### config.mk
export PLATFORM = sky130hd
export DESIGN_NAME = ps2_host_tx
export DESIGN_NICKNAME = d
export VERILOG_FILES = /design/src/rtl/ps2_host_tx.sv
export SDC_FILE = /design/constraint.sdc
export NUM_CORES = 1
export LEC_CHECK = 0
export CAP_MARGIN = 20
export CELL_PAD_IN_SITES_DETAIL_PLACEMENT = 0
export CELL_PAD_IN_SITES_GLOBAL_PLACEMENT = 1
export CORE_MARGIN = 8
export CORE_UTILIZATION = 48
export DETAILED_ROUTE_END_ITERATION = 6
export GPL_TIMING_DRIVEN = 0
export MAX_ROUTING_LAYER = met4
export PLACE_DENSITY_LB_ADDON = 0.1
export SYNTH_ARGS = -nofsm -noshare
export SYNTH_HDL_FRONTEND = slang
export SYNTH_SLANG_ARGS = --single-unit
### constraint.sdc
create_clock -name clk -period 3.5 [get_ports clk]
set_input_delay 0.7 -clock clk [delete_from_list [all_inputs] [get_ports clk]]
set_output_delay 0.7 -clock clk [all_outputs]
set_load 0.01 [all_outputs]
### src/rtl/ps2_host_tx.sv
// PS/2 host-to-device command transmitter.
// Open-drain clock/data control with inhibit, framing, ACK and timeout.
`timescale 1ns/1ps
module ps2_host_tx #(
  parameter int INHIBIT_CYCLES = 5000,
  parameter int TIMEOUT_CYCLES = 750000
) (
  input  logic       clk,
  input  logic       reset,
  input  logic [7:0] tx_data,
  input  logic       tx_valid,
  output logic       tx_ready,
  input  logic       ps2_clk_async,
  input  logic       ps2_data_async,
  output logic       ps2_clk_oe,
  output logic       ps2_data_oe,
  output logic       busy,
  output logic       tx_done,
  output logic       tx_error
);

  typedef enum logic [2:0] {
    IDLE,
    INHIBIT,
    START,
    SHIFT,
    ACK,
    WAIT_IDLE
  } state_t;

  localparam int IW = $clog2(INHIBIT_CYCLES + 1);
  localparam int TW = $clog2(TIMEOUT_CYCLES + 1);

  state_t        state;
  logic          clk_s1;
  logic          clk_s2;
  logic          clk_prev;
  logic          data_s1;
  logic          data_s2;
  logic [7:0]    byte_q;
  logic          par_q;
  logic [3:0]    bit_cnt;
  logic [IW-1:0] inh_cnt;
  logic [TW-1:0] to_cnt;
  logic          fe;
  logic          active;
  logic          timeout;

  assign fe      = clk_prev & ~clk_s2;
  assign active  = (state == START) || (state == SHIFT) ||
                   (state == ACK)   || (state == WAIT_IDLE);
  assign timeout = (to_cnt == TW'(TIMEOUT_CYCLES - 1));

  // Idle PS/2 lines are high, so synchronizers reset to 1.
  always_ff @(posedge clk) begin
    if (reset) begin
      clk_s1   <= 1'b1;
      clk_s2   <= 1'b1;
      clk_prev <= 1'b1;
      data_s1  <= 1'b1;
      data_s2  <= 1'b1;
    end else begin
      clk_s1   <= ps2_clk_async;
      clk_s2   <= clk_s1;
      clk_prev <= clk_s2;
      data_s1  <= ps2_data_async;
      data_s2  <= data_s1;
    end
  end

  always_ff @(posedge clk) begin
    if (reset) begin
      state       <= IDLE;
      byte_q      <= '0;
      par_q       <= 1'b0;
      bit_cnt     <= '0;
      inh_cnt     <= '0;
      to_cnt      <= '0;
      ps2_clk_oe  <= 1'b0;
      ps2_data_oe <= 1'b0;
      busy        <= 1'b0;
      tx_ready    <= 1'b1;
      tx_done     <= 1'b0;
      tx_error    <= 1'b0;
    end else begin
      tx_done  <= 1'b0;
      tx_error <= 1'b0;
      if (active && timeout) begin
        ps2_clk_oe  <= 1'b0;
        ps2_data_oe <= 1'b0;
        busy        <= 1'b0;
        tx_ready    <= 1'b1;
        tx_error    <= 1'b1;
        state       <= IDLE;
      end else begin
        if (active) begin
          to_cnt <= to_cnt + 1'b1;
        end
        unique case (state)
          IDLE: begin
            if (tx_valid && tx_ready) begin
              byte_q     <= tx_data;
              par_q      <= ~^tx_data;
              bit_cnt    <= '0;
              inh_cnt    <= '0;
              ps2_clk_oe <= 1'b1;
              busy       <= 1'b1;
              tx_ready   <= 1'b0;
              state      <= INHIBIT;
            end
          end
          INHIBIT: begin
            if (inh_cnt == IW'(INHIBIT_CYCLES - 1)) begin
              ps2_data_oe <= 1'b1;
              to_cnt      <= '0;
              state       <= START;
            end else begin
              inh_cnt <= inh_cnt + 1'b1;
            end
          end
          START: begin
            ps2_clk_oe <= 1'b0;
            state      <= SHIFT;
          end
          SHIFT: begin
            if (fe) begin
              bit_cnt <= bit_cnt + 1'b1;
              unique case (1'b1)
                (bit_cnt < 4'd8):
                  ps2_data_oe <= ~byte_q[bit_cnt[2:0]];
                (bit_cnt == 4'd8):
                  ps2_data_oe <= ~par_q;
                default: begin
                  ps2_data_oe <= 1'b0;
                  state       <= ACK;
                end
              endcase
            end
          end
          ACK: begin
            if (fe) begin
              if (!data_s2) begin
                state <= WAIT_IDLE;
              end else begin
                ps2_clk_oe  <= 1'b0;
                ps2_data_oe <= 1'b0;
                busy        <= 1'b0;
                tx_ready    <= 1'b1;
                tx_error    <= 1'b1;
                state       <= IDLE;
              end
            end
          end
          WAIT_IDLE: begin
            if (clk_s2 && data_s2) begin
              ps2_clk_oe  <= 1'b0;
              ps2_data_oe <= 1'b0;
              busy        <= 1'b0;
              tx_ready    <= 1'b1;
              tx_done     <= 1'b1;
              state       <= IDLE;
            end
          end
          default: begin
            state <= IDLE;
          end
        endcase
      end
    end
  end

endmodule

### Yosys cells after proc, flatten, opt, wreduce, memory -nomap -nowiden

Cells that the tools add are included.

| word-level totals | value |
|---|---|
| output and inout bits | 6 |
| register bits after elaboration | 60 |
| logic and storage cells | 106 |
| input port bits | 13 |

| cells by class | value |
|---|---|
| equality and inequality tests | 16 |
| magnitude comparators | 2 |
| reduce and logical (&&, ||, !) cells | 23 |
| $add $sub $neg | 3 |
| mux-type cells | 39 |
| bitwise operators | 6 |

Operators with widths:

| kind | count |
|---|---|
| 20-bit two-way mux | 3 |
| 13-bit two-way mux | 2 |
| 13-bit case mux with 2 select lines | 1 |
| 3-bit two-way mux | 7 |
| 20-bit by 1-bit adder with 20-bit output, second input constant | 1 |
| 20-bit equality test, second input constant | 1 |
| 3-bit case mux with 6 select lines | 1 |
| 1-bit two-way mux | 16 |
| 2-bit != test, second input constant | 7 |
| 13-bit by 1-bit adder with 13-bit output, second input constant | 1 |
| 13-bit equality test, second input constant | 1 |
| 6-bit AND reduction | 2 |
| 5-bit AND reduction | 2 |
| 4-bit two-way mux | 2 |
| 1-bit case mux with 4 select lines | 2 |
| 4-bit case mux with 2 select lines | 1 |
| 4-bit AND reduction | 2 |
| 4-bit nonzero test | 2 |
| 8-bit XNOR reduction | 1 |
| 3-bit by 2-bit equality test with 1-bit output, second input constant | 2 |
| 3-bit equality test, second input constant | 2 |
| 1-bit case mux with 3 select lines | 2 |
| 1-bit NOT | 5 |
| 4-bit by 1-bit adder with 4-bit output, second input constant | 1 |
| other kinds (16) | 22 |

### Longest topological paths before layout

Gate-level depths: netlist of run 1.

| depth | value |
|---|---|
| depth after elaboration | 7 |
| gate-level depth with buffers | 8 |
| depth with buffers taken out | 7 |

### Worst setup path before layout of run 1

No wires, ideal clock.

| path | value |
|---|---|
| kind | register -> register |
| start point | reg inh_cnt[0] |
| end point | reg inh_cnt[11] |
| stages on the path, launching flop included | 9 |
| data required time | 3.441 ns |
| path buffers | 2 |
| setup time | 0.059 ns |
| slack | 1.566 ns |
| clock period less this slack | 1.934 ns |
| data arrival time | 1.874 ns |
| cell sequence | dfxtp_1 ha_1 and2b_4 and4_1 buf_6 o22a_4 buf_6 or4_1 nand2_1 |

| on the way | value |
|---|---|
| longest elaborated chain between the ends | 3 |
| elaborated cells on any way between the ends | 6 |
| classes of those cells | add/sub: 1; eq/ne: 2; mux: 2; reduce/logical: 1 |

RTL lines:

| item | RTL line | source |
|---|---|---|
| from (decl) | 43 | `logic [IW-1:0] inh_cnt;` |
| from (signal assigned) | 118 | `inh_cnt <= inh_cnt + 1'b1;` |
| 13-bit by 1-bit adder with 13-bit output or 13-bit equality test (tied branches) | 118, 113 |  |
| 13-bit two-way mux or 2-bit != test (tied branches) | n/a |  |
| 13-bit case mux with 2 select lines or 4-bit AND reduction (tied branches) | n/a |  |

Parallel ways exist; a longest one is shown, timed or not. The select of a mux whose other input is x is not followed.
A chain may end at the register's enable or synchronous reset.

### Worst setup path after layout of run 1

| path | value |
|---|---|
| start point | in tx_valid |
| end point | reg bit_cnt[2] |

| on the way | value |
|---|---|
| longest elaborated chain between the ends | 3 |

RTL lines:

| item | RTL line | source |
|---|---|---|
| from (decl) | 11 | `input logic tx_valid,` |
| 1-bit logical AND | 101 | `if (tx_valid && tx_ready) begin` |
| 2-bit != test (no line) | n/a |  |
| 4-bit AND reduction (no line) | n/a |  |
| to (signal assigned) | 127 | `bit_cnt <= bit_cnt + 1'b1;` |
| to (decl) | 42 | `logic [3:0] bit_cnt;` |

Every way passes these cells.

==> reports/metrics.csv, run 1 <==
metric,value,unit
power.density,507,nW/um2
crit_fanout,10,
design.portCount,19,
cts_root_buf,clkbuf_8,
ctsResizeCount,0,
timing.final.ws_setup,1300,ps
synth_common_cells,"dfxtp_1 (60), nor2_1 (44), nand2_1 (23)",
ir_drop,0.000293,V
worstSkewPairLatency,340,ps
grt_max_degree,11,
internal-power,1.26,mW
grt-ovfl-total,0,
synthCells,333,
vias,2407,
fp.dieArea,8830,um2
maxCapViolCount,0,
max_freq,0.454,GHz
utilization,58.0,%
grt_pass1_vias,2329,
worstSetupStartpointType,input pin,
grt_setup_unrepaired,no,
synth_area,2920,um2
cts_max_level,3,
hold_path_class,reg -> reg,
clkPwrFrac,39.9,%
yosys_warnings,0,
setup_viol,0,
p_comb_share,17.3,%
core.rowCount,28,
ant_nets,0,
met3_usage,2.88,%
synthFlopType,dfxtp_1,
finClkSkew,7.86,ps
worstMarginPinSlew,616,ps
critical_path.endpoint_type,register,
ys_seq_area_share,41.1,%
dieWidth,94.0,um
status,"complete, no violations",
cts_tree,built,
fillers,558,
crit_cells,5,
layout-drive-gt1-share,8.17,%
finalCritPeriodShare,63.0,%
yosysMostFrequentCell,dfxtp_1,
grt_pass1_wl,11000,um
dp_worst_setup_slack,929,ps
cp_slowest_cell,clkdlybuf4s50_1,
cts_setup_buffers,0,
portBuffers,18,
met1_usage,20.3,%
arrival,2420,ps
r2r_cells,8,
finalWirelength,6310,um
design.core.area,5890,um2
antenna_found_initial,0,
switching_share,26.8,%
seqPwrFrac,42.8,%
synthDistinctLibCells,47,
fin_setup_tns,0,ps
synthTopCellsByArea,"dfxtp_1 (41%), nor2_1 (5.7%), xor2_1 (5.1%)",
cp_slowest_stage_delay,480,ps
cp.required,3710,ps
path_cells,clkdlybuf4s50_1 > nand4bb_1 > o21ai_0 > clkbuf_1 > nor2_1,
initial_core_util,49.6,%
synth.largest_area_cell,dfxtp_1,
syn_area_per_cell,8.77,um2
whs_path_depth,1,
cts_inserted_buffers,9,
hold_viol_final,0,
cts_buffer_depth,2,
top_usage_layer,met2,
path_class,in -> reg,
gp_congestion,0.885,
cts_hold_buf,0,
synth-edff-count,0,
drv_slew,0,
worst_hold_slack,415,ps
p_leak,1.22,nW
ys_seq_elements,60,
relSlewSlack,58.6,%
use_met2,23.8,%
power.switching,0.463,mW
drtPass1Iterations,4,
die_y,94.0,um
crit_buf_inv,2,
avgViaCountPerCell,5.45,
synth_top_area_share,41.1,%
async_reset_ff_share,0,%
cp_top_family,buffers and inverters,
clk_pin_slew,70,ps
drc,0,
grtUsageTotal,16.0,%
n_antenna_cell,0,
syn_to_final_growth,16.8,%
cts.sinks,60,
wl_per_cell,14.3,um
finalNetCount,379,
dp_hpwl,4530,um
synth_fp_nets,350,
timing.final.crit_period,2200,ps
initialDrtViolationCount,82,
-- power by group through the flow --
| stage | clock network (mW) | logic, mW | registers (mW) |
|---|---|---|---|
| finish | 0.690 | 0.299 | 0.739 |
| global route | 0.741 | 0.332 | 0.744 |
| CTS | 0.707 | 0.302 | 0.739 |
| detailed placement | 0 | 0.300 | 0.753 |
| global placement | 0 | 0.300 | 0.753 |
| floorplan | 0 | 0.214 | 0.750 |
-- through the flow --
step           total power, mW  std cells  instance area [um2]
2_1_floorplan            0.964        333                 2920
3_3_place_gp              1.05        426                 3190
3_5_place_dp              1.05        426                 3190
4_1_cts                   1.75        442                 3410
5_1_grt                   1.82        442                 3410
6_report                  1.73        442                 3410
-- worst reg2reg max path, stage by stage (launching register included) --
cell and delay [ps]:
dfxtp_1 340, ha_1 300, and2b_4 200, and4_1 160
buf_6 140, o22a_4 240, buf_6 140, or4_1 460
nand2_1 70
-- path summary, 6_finish.rpt --
kind | slack (ps) | start | endpoint
worst min-delay path | 410 | data_s1 | data_s2
worst max-delay path | 1300 | tx_valid | bit_cnt[2]
worst max register to register | 1410 | inh_cnt[0] | inh_cnt[11]
worst min register to register | 410 | data_s1 | data_s2
-- routing by layer --
metal  up-vias  share of wire [%]
met5         -                  0
met4         0                2.3
met1      1111                 52
met3        14                1.7
li1       1254                  -
met2        28                 44
-- cell type report --
class | count | area, um2 | area share [%]
inverter | 6 | 22.5 | 0.660
sequential | 60 | 1200 | 35.2
clock inverter | 4 | 72.6 | 2.13
timing repair buffer | 18 | 180 | 5.28
buffer | 14 | 71.3 | 2.09
tap | 75 | 93.8 | 2.75
multi-input combinational | 253 | 1620 | 47.6
clock buffer | 12 | 145 | 4.26
-- registers in the layout, indices dropped and copies added (netlist names) --
signal / flops
bit_cnt: 4
busy: 1
byte_q: 8
clk_prev: 1
clk_s1: 1
clk_s2: 1
data_s1: 1
data_s2: 1
inh_cnt: 13
par_q: 1
ps2_clk_oe: 1
ps2_data_oe: 1
state: 3
to_cnt: 20
tx_done: 1
tx_error: 1
tx_ready: 1
-- cells by family (layout without fill, tap and decap cells) --
kind of cell | count (synthesis) | in the layout | share of synthesized area, %
XOR/XNOR | 30 | 30 | 9.00
AND/OR/NAND/NOR | 152 | 152 | 28.5
AO/OA/AOI/OAI | 55 | 55 | 11.5
adder cells (fa/ha/maj) | 4 | 4 | 1.71
multiplexers | 12 | 12 | 4.97
buffers and inverters | 20 | 54 | 3.21
flip-flops | 60 | 60 | 41.1
-- placed cells by master (no fill, tap or decap), types with 11 or more instances in the layout --
master           netlist  layout
nand3_1               17      17
dfxtp_1               60      60
clkbuf_1               9      11
clkdlybuf4s50_1        0      18
nor2_1                44      44
o21ai_0               17      17
xor2_1                17      17
a21oi_1               16      16
nand2_1               23      23
xnor2_1               13      13
Note: power is estimated with default switching activity, not from simulation.
==> inputs of run 2 (changes only) <==
--- a/config.mk
+++ b/config.mk
@@ -9,7 +9,7 @@
 export CELL_PAD_IN_SITES_DETAIL_PLACEMENT = 0
 export CELL_PAD_IN_SITES_GLOBAL_PLACEMENT = 1
 export CORE_MARGIN = 8
-export CORE_UTILIZATION = 48
+export CORE_UTILIZATION = 40
 export DETAILED_ROUTE_END_ITERATION = 6
 export GPL_TIMING_DRIVEN = 0
 export MAX_ROUTING_LAYER = met4
==> constraint.sdc (replaced) <==
create_clock -name clk -period 1.9 [get_ports clk]
set_input_delay 0.38 -clock clk [delete_from_list [all_inputs] [get_ports clk]]
set_output_delay 0.38 -clock clk [all_outputs]
set_load 0.01 [all_outputs]
==> run 2 against run 1 <==
- wire length up 3.9%
- sequential share of layout area down 1.1 points
- hold slack worse by 8.2 ps
- total power up 77%
- first-iteration DRC count up 11%
- core utilization down 8.4 points
- register-to-register slack worse by 1300 ps
- final area up 4.3%
- non-clock buffer count up 3
- clock skew about the same
- largest cell class unchanged
==> reports/metrics.csv, run 2 (synthesized netlist as in run 1, its figures left out) <==
metric,value,unit,change
clk_pin_slew,70,ps,about the same
timing.final.crit_period,1830,ps,
avgViaCountPerCell,5.23,,was 5.45
crit_buf_inv,1,,was 2
antenna_found_initial,0,,unchanged
grt-ovfl-total,0,,unchanged
cts_buffer_depth,2,,unchanged
cts_root_buf,clkbuf_8,,unchanged
final_cell_mix,"dfxtp_1 (55), nor2_1 (43), nand2_1 (23)",,"was dfxtp_1 (60), nor2_1 (44), nand2_1 (23)"
finalWirelength,6550,um,was 6310 um
dp_worst_setup_slack,-423,ps,was 929 ps
ir_drop,0.000541,V,was 0.000293 V
final_common_cell,dfxtp_1,,unchanged
cp_slowest_cell,or4_1,,was clkdlybuf4s50_1
cts_tree,built,,unchanged
path_cells,ha_4 > and2b_4 > and4_4 > o22a_4 > buf_6 > or4_1 > nand2_1,,was clkdlybuf4s50_1 > nand4bb_1 > o21ai_0 > clkbuf_1 > nor2_1
status,"complete, no violations",,unchanged
maxCapViolCount,0,,unchanged
largest_register,to_cnt,,unchanged
fillers,697,,was 558
core.rowCount,31,,was 28
dpl-instance-area,3230,um2,was 3190 um2
power.density,861,nW/um2,was 507 nW/um2
initialDrtViolationCount,91,,was 82
p_leak,1.27,nW,was 1.22 nW
cp_slowest_stage_delay,450,ps,was 480 ps
hold_path_class,reg -> reg,,unchanged
max_freq,0.548,GHz,
cp_top_family,simple AND/OR/NAND/NOR gates,,was buffers and inverters
worstSkewPairLatency,330,ps,was 340 ps
grt_pass1_wl,11500,um,was 11000 um
crit_fanout,7,,was 10
path_class,reg -> reg,,was in -> reg
drtPass1Iterations,6,,was 4
timing.final.ws_setup,74.3,ps,was 1300 ps
reg_top3,"to_cnt: 20 flops, inh_cnt: 13 flops, byte_q: 8 flops",,unchanged
syn_to_final_growth,21.8,%,was 16.8%
fin_setup_tns,0,ps,unchanged
finalCritPeriodShare,96.1,%,
drv_slew,0,,unchanged
hold_viol_final,0,,unchanged
finalNetCount,382,,was 379
fp.dieArea,10300,um2,was 8830 um2
n_antenna_cell,0,,unchanged
gp_congestion,0.800,,was 0.885
die_y,101,um,was 94.0 um
dieWidth,101,um,was 94.0 um
arrival,2100,ps,was 2420 ps
ant_nets,0,,unchanged
critical_path.endpoint_type,register,,unchanged
setup_viol,0,,unchanged
largest_reg_flops,20,,unchanged
dp_hpwl,4650,um,was 4530 um
initial_core_util,40.7,%,was 49.6%
portBuffers,18,,unchanged
grt_max_degree,11,,unchanged
grtUsageTotal,14.3,%,was 16.0%
layout-drive-gt1-share,16.3,%,was 8.17%
worstMarginPinSlew,565,ps,was 616 ps
final_area,3560,um2,was 3410 um2
design.portCount,19,,unchanged
wl_per_cell,14.0,um,was 14.3 um
cts.sinks,60,,unchanged
cp.required,2180,ps,was 3710 ps
worstSetupStartpointType,register,,was input pin
cts_max_level,3,,unchanged
grt_pass1_vias,2498,,was 2329
drc,0,,unchanged
finClkSkew,7.56,ps,was 7.86 ps
design.core.area,7180,um2,was 5890 um2
vias,2449,,was 2407
relSlewSlack,62.0,%,was 58.6%
cts_inserted_buffers,9,,unchanged
[run 2: per-stage QoR]
| stage | total power [mW] | hold WS [ps] | utilization [%] | cells |
|---|---|---|---|---|
| floorplan | 1.78 | 389 | - | 333 |
| global placement | 1.95 | 391 | 45.0 | 450 |
| detailed placement | 1.96 | 393 | 45.0 | 450 |
| CTS | 3.07 | 408 | 48.3 | 467 |
| global route | 3.22 | 419 | 49.6 | 468 |
| finish | 3.06 | 407 | 49.6 | 468 |
[run 2: final timing paths]
| kind | startpoint | to | slack (ps) | cells after the start |
|---|---|---|---|---|
| worst min-delay path | data_s1 | data_s2 | 410 | 1 |
| worst min register to register | data_s1 | data_s2 | 410 | 1 |
| worst max register to register | inh_cnt[1] | inh_cnt[11] | 70 | 7 |
| worst max-delay path | inh_cnt[1] | inh_cnt[11] | 70 | 7 |
[run 2: what timing repair did]
action                                  4_1_cts  5_1_grt
endpoints found under the setup margin       35       48
hold buffers                                  0        0
cloned                                        0        1
pin swaps                                     3        3
gates resized for setup                      12       28
buffers inserted                              2        1
[run 2: power breakdown]
group | switching (mW) | total (mW) | internal, mW
combinational | 0.336 | 0.607 | 0.271
clock | 0.479 | 1.09 | 0.608
sequential | 0.0440 | 1.37 | 1.32
total | 0.859 | 3.06 | 2.20
[run 2: layer usage]
metal  routed length (um)  global-route usage (%)  share of wire [%]
met5                    0                       -                  0
met3                  187                    2.89                2.9
met2                 3000                    22.4                 46
met1                 3270                    17.6                 50
met4                   95                    5.50                1.5
[run 2: worst reg2reg max path: stages (launching register included)]
cell and delay, ps:
dfxtp_4 360, ha_4 160, and2b_4 150, and4_4 170
o22a_4 280, buf_6 130, or4_1 450, nand2_1 70
[run 2: area by class of cell]
cell class / count / area, um2 / area share (%)
inverters: 6 / 22.5 / 0.633
clock buffers: 14 / 183 / 5.14
plain buffers: 13 / 72.6 / 2.04
flip-flops and latches: 60 / 1210 / 34.1
repair buffers: 22 / 208 / 5.84
multi-input cells: 253 / 1730 / 48.6
well taps: 99 / 124 / 3.48
clock inverters: 1 / 5.00 / 0.141
==> inputs of run 3 (changes only) <==
--- a/config.mk
+++ b/config.mk
@@ -13,7 +13,7 @@
 export DETAILED_ROUTE_END_ITERATION = 6
 export GPL_TIMING_DRIVEN = 0
 export MAX_ROUTING_LAYER = met4
-export PLACE_DENSITY_LB_ADDON = 0.1
+export PLACE_DENSITY = 0.78
 export SYNTH_ARGS = -nofsm -noshare
 export SYNTH_HDL_FRONTEND = slang
 export SYNTH_SLANG_ARGS = --single-unit
==> run 3 against run 2 <==
- non-clock buffer count did not move
- global-route usage fell by 0.42 points
- final area rose by 0.28%
- die area did not move
- critical path depth did not move
- sequential power barely moved
- first-iteration DRC count fell by 24%
- hold slack improved by 2.8 ps
- flip-flop and latch count did not move
- highest routed layer unchanged
- register-to-register slack barely moved
- via count fell by 1.1%
==> reports/metrics.csv, run 3 (synthesized netlist as in run 1, its figures left out) <==
metric,value,unit,change
p_comb_share,18.5,%,was 19.8%
core.rowCount,31,,unchanged
final_cell_mix,"dfxtp_1 (55), nor2_1 (44), nand2_1 (23)",,"was dfxtp_1 (55), nor2_1 (43), nand2_1 (23)"
hold_viol_final,0,,unchanged
ir_drop,0.000505,V,was 0.000541 V
finalNetCount,382,,unchanged
n_antenna_cell,0,,unchanged
cts_max_level,3,,unchanged
finalWirelength,6390,um,was 6550 um
cts_hold_buf,0,,unchanged
portBuffers,18,,unchanged
dieWidth,101,um,unchanged
grt_pass1_vias,2370,,was 2498
switching_share,27.1,%,was 28.1%
drv_slew,0,,unchanged
wl_per_cell,13.6,um,was 14.0 um
avgViaCountPerCell,5.17,,was 5.23
grt_max_degree,11,,unchanged
cp.required,2190,ps,was 2180 ps
fp.dieArea,10300,um2,unchanged
maxCapViolCount,0,,unchanged
clk_pin_slew,70,ps,about the same
crit_fanout,7,,unchanged
vias,2423,,was 2449
timing.final.crit_period,1820,ps,was 1830 ps
largest_reg_flops,20,,unchanged
syn_to_final_growth,22.2,%,was 21.8%
grtUsageTotal,13.9,%,was 14.3%
design.portCount,19,,unchanged
reg_top3,"to_cnt: 20 flops, inh_cnt: 13 flops, byte_q: 8 flops",,unchanged
grt_pass1_wl,11000,um,was 11500 um
finalPower,3.24,mW,was 3.06 mW
finClkSkew,3.34,ps,was 7.56 ps
path_class,reg -> reg,,unchanged
arrival,2110,ps,was 2100 ps
p_leak,1.29,nW,was 1.27 nW
design.core.area,7180,um2,unchanged
worst_hold_slack,409,ps,was 407 ps
initialDrtViolationCount,69,,was 91
layout-drive-gt1-share,16.5,%,was 16.3%
worstSkewPairLatency,340,ps,was 330 ps
critical_path.endpoint_type,register,,unchanged
cts.sinks,60,,unchanged
power.switching,0.876,mW,was 0.859 mW
cts_root_buf,clkbuf_8,,unchanged
hold_path_class,reg -> reg,,unchanged
cts_inserted_buffers,9,,unchanged
max_freq,0.549,GHz,was 0.548 GHz
largest_register,to_cnt,,unchanged
finalCritPeriodShare,95.9,%,was 96.1%
initial_core_util,40.7,%,unchanged
grt-ovfl-total,0,,unchanged
setup_viol,0,,unchanged
cts_tree,built,,unchanged
power.density,908,nW/um2,was 861 nW/um2
seqPwrFrac,42.2,%,was 44.6%
clkPwrFrac,39.3,%,was 35.5%
worstSetupStartpointType,register,,unchanged
antenna_found_initial,0,,unchanged
dp_hpwl,4570,um,was 4650 um
drc,0,,unchanged
ant_nets,0,,unchanged
die_y,101,um,unchanged
final_common_cell,dfxtp_1,,unchanged
internal-power,2.36,mW,was 2.20 mW
drtPass1Iterations,4,,was 6
relSlewSlack,60.9,%,was 62.0%
gp_congestion,0.873,,was 0.800
cts_buffer_depth,2,,unchanged
status,"complete, no violations",,unchanged
worstMarginPinSlew,583,ps,was 565 ps
## run 3: cell types whose count changed in the layout (fill, tap and decap cells not counted), sizes merged
cell | previous run | this run
clkinv | 1 | 3
clkbuf | 23 | 19
bufinv | 0 | 2
buf | 8 | 9
## run 3: routing by layer
metal	track usage (%)	wire length (um)	up-vias
li1	-	-	1253
met3	3.23	189	14
met2	21.7	2940	35
met4	7.56	159	0
met1	16.1	3100	1121
met5	-	0	-
## run 3: stage by stage
| step | cells | TNS [ps] | cell area (um2) | util [%] | setup slack (ps) |
|---|---|---|---|---|---|
| floorplan | 333 | 0 | 2920 | - | 21.8 |
| global route | 469 | -5.22 | 3570 | 49.7 | -5.22 |
| CTS | 468 | -5.01 | 3490 | 48.7 | -3.05 |
| detailed placement | 450 | -6980 | 3230 | 45.0 | -352 |
| finish | 469 | 0 | 3570 | 49.7 | 77.4 |
| global placement | 450 | -7050 | 3230 | 45.0 | -359 |
## run 3: what timing repair did
item,4_1_cts,5_1_grt
setup buffers,2,1
pin swaps,1,3
setup endpoints to repair,32,42
cloned,0,1
gates resized for setup,10,27
## run 3: cell type report
cell class                 count  area [um2]
fill                         676        3610
multi-input combinational    253        1710
sequential                    60        1210
timing repair buffer          22         208
clock buffer                  11         141
tap                           99         124
clock inverter                 5        75.1
buffer                        13        70.1
inverter                       6        22.5
## run 3: power groups by stage
stage	Combinational (mW)	Sequential (mW)	Clock (mW)
after floorplan	0.394	1.38	0
after global placement	0.553	1.39	0
after detailed placement	0.553	1.39	0
after CTS	0.572	1.37	1.30
after global routing	0.666	1.37	1.36
final	0.598	1.37	1.27
## run 3: critical path: stages, from the launching register on
cell and delay, ps:
dfxtp_4 360, ha_4 160, and2b_4 150, and4_4 170
o22a_4 270, buf_6 130, or4_1 460, nand2_1 70
## run 3: path summary, 6_finish.rpt
| path | slack [ps] | from | end | depth (start not counted) |
|---|---|---|---|---|
| worst max register to register | 80 | inh_cnt[1] | inh_cnt[11] | 7 |
| worst max-delay path | 80 | inh_cnt[1] | inh_cnt[11] | 7 |
| worst min-delay path | 410 | clk_s1 | clk_s2 | 1 |
| worst min register to register | 410 | clk_s1 | clk_s2 | 1 |
==> patch 1, RTL diff (flow settings as in run 2) <==
Change the parameter `INHIBIT_CYCLES` from 5000 to 20000.
--- a/src/rtl/ps2_host_tx.sv
+++ b/src/rtl/ps2_host_tx.sv
@@ -2,7 +2,7 @@
 // Open-drain clock/data control with inhibit, framing, ACK and timeout.
 `timescale 1ns/1ps
 module ps2_host_tx #(
-  parameter int INHIBIT_CYCLES = 5000,
+  parameter int INHIBIT_CYCLES = 20000,
   parameter int TIMEOUT_CYCLES = 750000
 ) (
   input  logic       clk,
Check against the original RTL: same outputs for any inputs over 10 cycles, from zero or initial values and one cycle with reset high; that may be too few to reach the edited logic, so the function may still have changed.
==> patch 1 against run 2 <==
Maximum frequency down 3.1%. First-iteration DRC count up 60%. Combinational power down 14%. Power up 5.8%. Routed wire length up 3.5%. Area after synthesis up 2.3%. Setup slack worse by 59 ps. Design area up 5.1%. Clock power up 19%. Sequential power up 3%. Critical endpoint is now state[0]. Critical path depth unchanged. Sequential cell count up 2. Die area up 2.0%.
==> patch 1: results <==
metrics = {
    "placement": {
        "place_area_um2": 3290,
        "dp_hpwl_um": 4620,
        "place_ws_ps": -588,
        "gp_congestion": 0.827,
        "dp_cells": 461,
    },
    "synthesis": {
        "netlist_top_cells_count": "62 x dfxtp_1, 43 x nor2_1, 33 x nand2_1",
        "synth_ff_type": "dfxtp_1",
        "post_synth.cell_area_avg_um2": 8.68,
        "synthTopCellsByArea": "dfxtp_1 42%, xnor2_1 5.6%, nor2_1 5.4%",
        "synth_adder_area_share_pct": 1.68,
        "yosysUniqueCellTypes": 53,
        "synthXorXnorAreaFrac_pct": 10.5,
        "synth_nets": 361,
        "ys_seq_area_share_pct": 41.6,
        "synth-compound-area-share_pct": 13.7,
        "muxShareOfSynthArea_pct": 2.89,
    },
    "timing": {
        "finClkSkew_ps": 10.7,
        "hold_slack_ps": 412,
        "finalWorstSetupSlack_ps": 15.8,
        "maxSlewHeadroom_pct": 65.0,
    },
    "global_route": {
        "grtUsageMet2_pct": 20.1,
        "grt_pass1_vias": 2388,
        "grt_max_degree": 13,
        "track_usage_pct": 14.4,
        "antenna_found_initial": 0,
        "grt_first_pass_wirelength_um": 11400,
        "use_met1_pct": 19.2,
        "grtUsageMet3_pct": 3.95,
    },
    "worst_hold_path": {
        "whs_endpoint": "clk_s2",
        "hp-start": "clk_s1",
        "min_path_type": "flop to flop",
    },
    "cells_and_area": {
        "num_antenna_cells": 0,
        "final_layout_size_suffix_gt1_share_pct": 18.9,
        "top_regs": "to_cnt: 20 flops, inh_cnt: 15 flops, byte_q: 8 flops",
        "fill_cells": 717,
        "layout.nets": 403,
    },
    "pwr": {
        "ir_drop_mv": 0.527,
        "clkPwrFrac_pct": 40.2,
        "combPwrFrac_pct": 16.1,
        "leakage_nw": 1.28,
        "power.density_nw_per_um2": 866,
        "p_sw_mw": 0.911,
    },
    "detailed_routing": {
        "drt_wl_total_um": 6780,
        "vias": 2513,
        "drtPass1Iterations": 4,
        "drt_iter0_markers": 146,
        "viasPerCell": 5.13,
    },
    "status": {
        "status": "finished clean",
    },
    "clocking": {
        "post_cts_resized": 15,
        "cts.clk_slew.worst_paths_ps": 80,
        "post-cts-setup-buffer-count": 7,
        "cts_max_level": 3,
    },
    "critical_path": {
        "cpMaxStageDelayCell": "nor4_4",
        "cp.arrival_ps": 2140,
        "critPathMaxFanout": 4,
        "crit_start": "inh_cnt[0]",
        "max_stage_delay_ps": 430,
        "reg2reg_to": "state[0]",
    },
}
[patch 1: cell types whose count changed after synthesis, moves of 3 or more]
cell	before	now
mux2i_1	10	3
and2_1	4	1
or2_2	5	8
xnor2_1	13	19
a31oi_1	0	4
o211ai_1	7	3
and4_1	6	2
o21ai_0	17	20
a21oi_1	16	23
nand2_1	23	33
[patch 1: layer usage]
metal | wire length, µm | part of all wire (%)
met5 | 0 | 0
met2 | 2870 | 42
met1 | 3470 | 51
met3 | 339 | 5.0
met4 | 95 | 1.4
[patch 1: cell type report]
cell class | instances | area, µm² | share of cell area, %
buffer | 12 | 68.8 | 1.84
inverter | 7 | 26.3 | 0.703
clock inverter | 7 | 98.8 | 2.64
multi-input combinational | 262 | 1750 | 46.8
timing repair buffer | 32 | 285 | 7.63
sequential | 62 | 1260 | 33.7
tap | 99 | 124 | 3.31
clock buffer | 9 | 124 | 3.31
==> patch 2, RTL diff (settings of run 2) <==
Made on the original files. Put one more register stage on the output `tx_error`. The value now appears one clock later. The other outputs are not delayed to match.
--- a/src/rtl/ps2_host_tx.sv
+++ b/src/rtl/ps2_host_tx.sv
@@ -30,6 +30,8 @@
 
   localparam int IW = $clog2(INHIBIT_CYCLES + 1);
   localparam int TW = $clog2(TIMEOUT_CYCLES + 1);
+
+  logic tx_error_s0;
 
   state_t        state;
   logic          clk_s1;
@@ -81,16 +83,16 @@
       busy        <= 1'b0;
       tx_ready    <= 1'b1;
       tx_done     <= 1'b0;
-      tx_error    <= 1'b0;
+      tx_error_s0 <= 1'b0;
     end else begin
       tx_done  <= 1'b0;
-      tx_error <= 1'b0;
+      tx_error_s0 <= 1'b0;
       if (active && timeout) begin
         ps2_clk_oe  <= 1'b0;
         ps2_data_oe <= 1'b0;
         busy        <= 1'b0;
         tx_ready    <= 1'b1;
-        tx_error    <= 1'b1;
+        tx_error_s0 <= 1'b1;
         state       <= IDLE;
       end else begin
         if (active) begin
@@ -146,7 +148,7 @@
                 ps2_data_oe <= 1'b0;
                 busy        <= 1'b0;
                 tx_ready    <= 1'b1;
-                tx_error    <= 1'b1;
+                tx_error_s0 <= 1'b1;
                 state       <= IDLE;
               end
             end
@@ -169,5 +171,9 @@
     end
   end
 
+  always_ff @(posedge clk) begin
+    tx_error <= tx_error_s0;
+  end
+
 endmodule
 
Function: same outputs for any inputs over 10 cycles, from zero or initial values and one cycle with reset high; that may be too few to reach the edited logic, so the function may still have changed.
==> patch 2 against run 2 <==
Setup slack got worse by 8.2 ps. Utilization grew 0.82 points. Maximum frequency down 0.45%. Area after synthesis increased by 0.69%. Sequential cell count is 1 higher. Via count up 1.9%. Routed wire length rose by 2.1%. Design area grew 1.7%. Global-route usage grew 0.35 points. Power up 6.6%. Critical path type unchanged. Highest routed layer unchanged.
==> patch 2: results <==
metrics = {
    "timing": {
        "tightest_slew_ps": 571,
        "finClkSkew_ps": 11.3,
    },
    "synthesis": {
        "ys_seq_area_share_pct": 41.5,
        "synthTopCellsByArea": "dfxtp_1 42%, nor2_1 5.6%, xor2_1 5.1%",
        "ys_ff_latch": 61,
        "netlist_top_cells_count": "61 x dfxtp_1, 44 x nor2_1, 23 x nand2_1",
        "synth_ff_type": "dfxtp_1",
        "synth_nets": 351,
        "ys_warn_count": 0,
    },
    "placement": {
        "dp_hpwl_um": 4690,
        "gp_congestion": 0.822,
        "place_area_um2": 3250,
        "port_buffers": 18,
    },
    "worst_hold_path": {
        "min_path_cells": 0,
        "whs_endpoint": "tx_error",
        "hp-start": "tx_error_s0",
        "min_path_type": "flop to flop",
    },
    "cells_and_area": {
        "clockNetworkAreaShare_pct": 6.23,
        "clock_buffers": 11,
        "buffers": 36,
        "seq_area_share_pct": 34.1,
        "buffer_area_share_pct": 8.13,
        "multiInputGateArea_um2": 1720,
        "final_layout_size_suffix_gt1_share_pct": 16.1,
        "multi_input_cells": 253,
        "fill_cells": 707,
        "layout.nets": 384,
    },
    "global_route": {
        "track_usage_pct": 14.6,
        "grt_pass1_vias": 2493,
        "grt_first_pass_wirelength_um": 11600,
        "grt_max_degree": 14,
    },
    "critical_path": {
        "cpLargestDelayFamily": "simple AND/OR/NAND/NOR gates",
        "cp-endpoint": "inh_cnt[7]",
        "crit_start": "inh_cnt[1]",
        "critPathMaxFanout": 13,
        "cp.arrival_ps": 2120,
        "max_stage_delay_ps": 480,
        "cpMaxStageDelayCell": "or4_4",
    },
    "detailed_routing": {
        "drtPass1Iterations": 5,
        "routedWlPerCell_um": 14.2,
        "viasPerCell": 5.30,
        "drt_iter0_markers": 100,
    },
    "clocking": {
        "clockRootBuffer": "clkbuf_8",
        "cts_max_level": 3,
        "cts_buffers": 9,
    },
    "status": {
        "status": "finished clean",
    },
    "pwr": {
        "leakage_nw": 1.29,
        "ir_drop_mv": 0.414,
    },
}
-- patch 2: changes by cell type after synthesis, sizes merged --
cell,before,now
dfxtp,60,61
-- patch 2: cell families (layout without fill, tap and decap cells) --
logic type | after synthesis | count (layout) | synth area share [%]
simple gates | 152 | 152 | 28.3
compound gates | 55 | 55 | 11.4
xor+xnor | 30 | 30 | 8.94
mux | 12 | 12 | 4.94
flops | 61 | 61 | 41.5
fa+ha+maj | 4 | 4 | 1.70
buf+inv | 20 | 58 | 3.19
-- patch 2: per-stage QoR --
stage / utilization (%) / power (mW) / worst slack (ps) / hold WS [ps] / cells
floorplan: - / 1.80 / 21.8 / 310 / 334
global placement: 45.2 / 1.97 / -415 / 312 / 451
detailed placement: 45.2 / 1.97 / -402 / 324 / 451
CTS: 48.9 / 3.30 / -52.3 / 350 / 469
global route: 50.4 / 3.43 / -12.0 / 352 / 471
finish: 50.4 / 3.26 / 66.1 / 340 / 471
-- patch 2: power by group --
group / switching [mW] / internal, mW / leakage, nW / total [mW]
sequential: 0.0440 / 1.34 / 0.498 / 1.39
combinational: 0.321 / 0.248 / 0.691 / 0.569
clock: 0.530 / 0.777 / 0.106 / 1.31
total: 0.895 / 2.37 / 1.29 / 3.26
-- patch 2: repair_timing --
item / in CTS / in global routing
hold buffers: 0 / 0
pin swaps: 1 / 2
endpoints found under the setup margin: 36 / 45
gates cloned: 0 / 1
buffers inserted: 3 / 1
resized for setup: 10 / 29
-- patch 2: routing by layer --
layer | up-vias | GRT usage, % | part of all wire, %
met3 | 12 | 3.78 | 2.6
met5 | - | - | 0
li1 | 1253 | - | -
met4 | 0 | 6.07 | 1.8
met1 | 1195 | 17.4 | 49
met2 | 35 | 22.8 | 46
